==> config.mk <==
export PLATFORM = sky130hd
export DESIGN_NAME = sync_instruction_memory
export DESIGN_NICKNAME = d
export VERILOG_FILES = /design/src/rtl/imem_pkg.sv /design/src/rtl/imem_array.sv /design/src/rtl/sync_instruction_memory.sv
export SDC_FILE = /design/constraint.sdc
export NUM_CORES = 2
export LEC_CHECK = 0
export ABC_CLOCK_PERIOD_IN_PS = 3000
export CAP_MARGIN = 20
export CORE_ASPECT_RATIO = 0.9
export CORE_UTILIZATION = 54
export DETAILED_ROUTE_END_ITERATION = 10
export HOLD_SLACK_MARGIN = 0.1
export MAX_ROUTING_LAYER = met4
export PLACE_DENSITY_LB_ADDON = 0.15
export SKIP_LAST_GASP = 1
export SYNTH_ARGS = -nofsm -noshare
export SYNTH_HDL_FRONTEND = slang
export SYNTH_SLANG_ARGS = --single-unit
==> constraint.sdc <==
create_clock -name CLK -period 3 [get_ports CLK]
set_clock_uncertainty 0.05 [all_clocks]
set_input_delay 0.45 -clock CLK [delete_from_list [all_inputs] [get_ports CLK]]
set_output_delay 0.45 -clock CLK [all_outputs]
set_load 0.01 [all_outputs]
==> src/rtl/imem_pkg.sv <==
// rtl/imem_pkg.sv - shared state enum, latency bounds and address helpers for the instruction memory
package imem_pkg;

    typedef enum logic [1:0] {
        IDLE = 2'd0,
        WAIT = 2'd1,
        RESP = 2'd2
    } imem_state_e;

    localparam int RD_LAT_MIN = 1;
    localparam int RD_LAT_MAX = 15;
    localparam int CNT_W      = 4;
    localparam int MAX_ADDR_W = 128;

    function automatic logic [MAX_ADDR_W-1:0] word_index(input logic [MAX_ADDR_W-1:0] addr);
        return addr >> 2;
    endfunction

    // A byte address is usable only if word aligned and inside the array.
    function automatic logic addr_ok(input logic [MAX_ADDR_W-1:0] addr, input int depth);
        return (addr[1:0] == 2'b00) && (word_index(addr) < MAX_ADDR_W'(depth));
    endfunction

    function automatic int clamp_lat(input int lat);
        if (lat < RD_LAT_MIN) return RD_LAT_MIN;
        if (lat > RD_LAT_MAX) return RD_LAT_MAX;
        return lat;
    endfunction

    function automatic int idx_width(input int depth);
        return (depth > 1) ? $clog2(depth) : 1;
    endfunction

endpackage

==> src/rtl/imem_array.sv <==
// rtl/imem_array.sv - DEPTH x DATA_W word storage, one combinational read port, one synchronous write port
module imem_array #(
    parameter int DATA_W = 32,
    parameter int DEPTH  = 64,
    parameter int IDX_W  = 6
) (
    input  logic              clk_i,
    input  logic              we_i,
    input  logic [IDX_W-1:0]  waddr_i,
    input  logic [DATA_W-1:0] wdata_i,
    input  logic [IDX_W-1:0]  raddr_i,
    output logic [DATA_W-1:0] rdata_o
);

    logic [DATA_W-1:0] mem [DEPTH];

    // Contents are deliberately not reset; program load fills them.
    always_ff @(posedge clk_i) begin
        if (we_i) begin
            mem[waddr_i] <= wdata_i;
        end
    end

    assign rdata_o = mem[raddr_i];

endmodule

==> src/rtl/sync_instruction_memory.sv <==
// rtl/sync_instruction_memory.sv - request/response instruction fetch memory with fixed read latency
// Optional next-word prefetch buffer enabled by IMEM_PREFETCH_EN.
module sync_instruction_memory
    import imem_pkg::*;
#(
    parameter int DATA_W = 32,
    parameter int ADDR_W = 64,
    parameter int DEPTH  = 64,
    parameter int RD_LAT = 2
) (
    input  logic              CLK,
    input  logic              Reset,
    input  logic              ReqValid,
    output logic              ReqReady,
    input  logic [ADDR_W-1:0] Address,
    output logic              RespValid,
    input  logic              RespReady,
    output logic [DATA_W-1:0] Data,
    output logic              Fault,
    input  logic              LoadEn,
    input  logic [ADDR_W-1:0] LoadAddr,
    input  logic [DATA_W-1:0] LoadData
);

    localparam int              IDX_W  = idx_width(DEPTH);
    localparam int              LAT    = clamp_lat(RD_LAT);
    localparam logic [CNT_W-1:0] LAT_M1 = CNT_W'(LAT - 1);

    imem_state_e       state_q, state_d;
    logic [CNT_W-1:0]  cnt_q, cnt_d;
    logic [DATA_W-1:0] data_q, data_d;
    logic              fault_q, fault_d;

    logic              req_ok;
    logic              load_ok;
    logic              load_we;
    logic [IDX_W-1:0]  load_idx;
    logic [ADDR_W-1:0] rd_addr;
    logic [IDX_W-1:0]  rd_idx;
    logic [DATA_W-1:0] rd_data;

    assign req_ok   = addr_ok(MAX_ADDR_W'(Address), DEPTH);
    assign load_ok  = addr_ok(MAX_ADDR_W'(LoadAddr), DEPTH);
    assign load_we  = LoadEn && load_ok;
    assign load_idx = IDX_W'(word_index(MAX_ADDR_W'(LoadAddr)));
    assign rd_idx   = IDX_W'(word_index(MAX_ADDR_W'(rd_addr)));

    imem_array #(
        .DATA_W (DATA_W),
        .DEPTH  (DEPTH),
        .IDX_W  (IDX_W)
    ) u_array (
        .clk_i   (CLK),
        .we_i    (load_we),
        .waddr_i (load_idx),
        .wdata_i (LoadData),
        .raddr_i (rd_idx),
        .rdata_o (rd_data)
    );

`ifdef IMEM_PREFETCH_EN
    logic [ADDR_W-1:0] addr_q, addr_d;
    logic [ADDR_W-1:0] pf_tag_q, pf_tag_d;
    logic [DATA_W-1:0] pf_data_q, pf_data_d;
    logic              pf_valid_q, pf_valid_d;
    logic [ADDR_W-1:0] pf_next;
    logic              pf_hit;

    assign pf_next = addr_q + ADDR_W'(4);
    assign pf_hit  = pf_valid_q && (Address == pf_tag_q);

    // The single read port is free while in RESP, so it serves the next-word fill then.
    assign rd_addr = (state_q == RESP) ? pf_next : Address;

    always_comb begin
        addr_d     = addr_q;
        pf_tag_d   = pf_tag_q;
        pf_data_d  = pf_data_q;
        pf_valid_d = pf_valid_q;
        if (state_q == IDLE && ReqValid) begin
            addr_d = Address;
        end
        if (state_q == RESP && RespReady) begin
            pf_tag_d   = pf_next;
            pf_data_d  = rd_data;
            pf_valid_d = addr_ok(MAX_ADDR_W'(pf_next), DEPTH) && !(load_we && (LoadAddr == pf_next));
        end else if (load_we && (LoadAddr == pf_tag_q)) begin
            pf_valid_d = 1'b0;
        end
    end

    always_ff @(posedge CLK or posedge Reset) begin
        if (Reset) begin
            addr_q     <= '0;
            pf_tag_q   <= '0;
            pf_data_q  <= '0;
            pf_valid_q <= 1'b0;
        end else begin
            addr_q     <= addr_d;
            pf_tag_q   <= pf_tag_d;
            pf_data_q  <= pf_data_d;
            pf_valid_q <= pf_valid_d;
        end
    end
`else
    assign rd_addr = Address;
`endif

    always_comb begin
        state_d = state_q;
        cnt_d   = cnt_q;
        data_d  = data_q;
        fault_d = fault_q;
        case (state_q)
            IDLE: begin
                if (ReqValid) begin
                    state_d = WAIT;
                    cnt_d   = LAT_M1;
                    data_d  = req_ok ? rd_data : '0;
                    fault_d = !req_ok;
`ifdef IMEM_PREFETCH_EN
                    if (pf_hit) begin
                        cnt_d   = '0;
                        data_d  = pf_data_q;
                        fault_d = 1'b0;
                    end
`endif
                end
            end
            WAIT: begin
                if (cnt_q == '0) begin
                    state_d = RESP;
                end else begin
                    cnt_d = cnt_q - CNT_W'(1);
                end
            end
            RESP: begin
                if (RespReady) begin
                    state_d = IDLE;
                end
            end
            default: state_d = IDLE;
        endcase
    end

    always_ff @(posedge CLK or posedge Reset) begin
        if (Reset) begin
            state_q <= IDLE;
            cnt_q   <= '0;
            data_q  <= '0;
            fault_q <= 1'b0;
        end else begin
            state_q <= state_d;
            cnt_q   <= cnt_d;
            data_q  <= data_d;
            fault_q <= fault_d;
        end
    end

    assign ReqReady  = (state_q == IDLE);
    assign RespValid = (state_q == RESP);
    assign Data      = RespValid ? data_q : '0;
    assign Fault     = RespValid && fault_q;

endmodule

==> flow_summary.ini <==
[drt]
ant_nets = 0
routed_wl_mm = 212
vias = 40500
wl_met3_mm = 18.3
drt_iter0_drc = 4976
wl_per_cell_um = 33.9
wl_met1_mm = 84.3
wl_met2_mm = 102
dr.max_layer_used = met4
drc = 0
viasPerCell = 6.48
first_pass_iters = 6

[critical_path]
cp-start-kind = register
rrSetupSlack_ns = 0.36
rr_startpoint = state_q[0]
crit_type = register to output pin
worst_setup_path_end_kind = output pin
cp_max_fo = 19
critPathArrivalTime_ns = 2.56
critPathRequiredTime_ns = 2.50
reg2reg_to = data_q[11]
reg2reg_depth = 6

[die]
io_pins = 200
die_width_um = 408
chipHeight_um = 367
fp.coreArea_um2 = 147000
placementRows = 133
initial_core_util_pct = 54.6
dieArea_um2 = 150000

[power]
power_frac_comb_pct = 6.0
p_seq_share_pct = 52.6
p_int_uw = 48100
p_sw_uw = 12900
clkPwrFrac_pct = 41.5
p_per_area_nw_per_um2 = 635
p_leak_uw = 0.0307
ir_drop_mv = 0.591
switching_share_pct = 21.2

[sta]
grt_setup_unrepaired = yes
finalHoldViolCount = 0
finalWorstSetupSlack_ns = -0.0599
timing.final.crit_period_ns = 3.06
tightest_slew_ns = 0.901
fin_crit_sh_pct = 102
setup_viol = 11
slew_headroom_pct = 39.9
report.final.slew_viol_count = 0
fmax_mhz = 327

[placement]
dpl.hpwl_mm = 138
io_buffers = 199
placed_cell_area_um2 = 89200
finalWeightedCongestion = 0.934

[min_path]
hp-class = input pin to register
min_from = LoadData[27]
min_path_cells = 1
min_to = u_array.mem[21][27]

[finish]
fin_nets = 4299
utilization_pct = 65.5
synthToLayoutAreaGrowth_pct = 19.9
layout_common_cells = edfxtp_1, mux4_2, buf_4
final_cell_area_um2 = 96000
layout_commonest_cell = edfxtp_1
layout-drive-gt1-share_pct = 33.0

[synthesis]
synth_cells = 3473
synth_edf_count = 2048
netlist_area_um2 = 80000
async_flop_share_pct = 1.87
seq_area_frac_synth_pct = 78.0
synth_ff_type = edfxtp_1
yosysWarnings = 0
syn_nets = 3640
ys_ff_latch = 2087
ys_types = 53
synth_area_per_cell_um2 = 23.0

[cts]
ctsRootBufferMaster = clkbuf_16
clk_pin_slew_ns = 0.06
clkLatencyLatePin_ns = 0.83
cts_tree = built
numClockSinks = 2087
htree_levels = 4
clk_path_buf_depth = 3
numCtsBuffers = 198

[status]
status = finished, violations left
violations = negative setup slack

[global_route]
grt_pass1_wl_mm = 302
overflow = 0
grt_pass1_vias = 40900
antenna_found_initial = 3
grt_usage_pct = 29.5
grt_max_degree = 65

[job]
drv_cap = 0
## logic make-up after synthesis
logic type	share of synthesized area, %
AO/OA/AOI/OAI	1.61
XOR/XNOR	0.0219
adder cells (fa/ha/maj)	0.0313
buffers and inverters	1.13
flip-flops	78.0
multiplexers	17.1
AND/OR/NAND/NOR	2.04
## metal layers
metal	GRT usage (%)	vias to the layer above
met3	4.73	357
met5	-	-
met4	9.58	0
li1	-	16200
met1	41.5	21700
met2	44.9	2243
## area by class of cell
cell class	instances	area, um^2
antenna	5	12.5
clock buffer	234	5180
clock inverter	131	1400
fill	9307	50600
inverter	9	40.0
multi-input combinational	1196	17200
sequential	2087	62500
tap	1957	2450
timing repair buffer	640	7230
## Yosys cell counts (7+ instances only)
cell       number  area [um^2]
dfrtp_1        39          976
buf_2          57          285
nor4_1         29          181
o2111ai_1       7         61.3
a32oi_1        13          114
buf_4          29          218
a22oi_1        47          353
a21oi_1        32          160
nor2b_1        14         87.6
o21ai_1        11         55.1
and2_1         37          231
o211ai_1        8         60.1
mux4_2        562        12700
nand3_1        27          135
buf_1          21         78.8
nand4_1        13         81.3
edfxtp_1     2048        61500
clkbuf_1       72          270
mux2i_1        89          891
nand2_1        94          353
mux2_2         14          158
o21ai_0        18         90.1
o22ai_1        20          125
nor2_1         96          360
## power groups by stage
stage | clock network (uW) | registers, uW | logic (uW)
after global placement | 0 | 32700 | 3470
final | 25300 | 32100 | 3640
after detailed placement | 0 | 32700 | 3560
after CTS | 25600 | 32100 | 3590
after floorplan | 0 | 32700 | 1640
after global routing | 26700 | 32000 | 3800
## metrics by stage
| step | cells | worst slack (ns) | total power, uW | hold WS (ns) | TNS [ns] |
|---|---|---|---|---|---|
| 2_1_floorplan | 3473 | -0.269 | 34300 | 0.380 | -534.24 |
| 3_3_place_gp | 5875 | -0.514 | 36100 | 0.407 | -859.56 |
| 3_5_place_dp | 5875 | -0.341 | 36200 | 0.408 | -533.17 |
| 4_1_cts | 6252 | -0.107 | 61200 | 0.100 | -0.861 |
| 5_1_grt | 6256 | -0.0953 | 62600 | 0.124 | -1.56 |
| 6_report | 6259 | -0.0599 | 61000 | 0.144 | -0.239 |
## what timing repair did
item                                    CTS  global route
resized for setup                        15             5
endpoints found under the setup margin   14            16
setup buffers                             0             1
pin swaps                                 1             1
cloned                                    0             1
endpoints found under the hold margin   213             0
hold buffers                             12             0
## sequential cells by signal, indices dropped and copies added, names as in the netlist
| signal | cells |
|---|---|
| u_array.mem | 2048 |
| cnt_q | 4 |
| data_q | 32 |
| state_q | 2 |
| fault_q | 1 |
## worst max-delay path by stage
stage	startpoint	to	slack, ns	cells after the start
after floorplan	LoadAddr[0]	u_array.mem[32][0]	-0.27	5
after global placement	LoadAddr[36]	u_array.mem[12][27]	-0.51	10
after detailed placement	LoadAddr[36]	u_array.mem[12][27]	-0.34	10
after CTS	state_q[0]	Data[23]	-0.11	4
after global routing	state_q[0]	Data[29]	-0.1	4
final	state_q[0]	Data[23]	-0.06	4
## worst max-delay path: stages, from the launching register on
cell	delay, ns
dfrtp_2	0.45
nor2b_4	0.19
buf_12	0.24
and2_4	0.27
clkdlybuf4s50_1	0.56
Power figures use the tool's default switching activity.
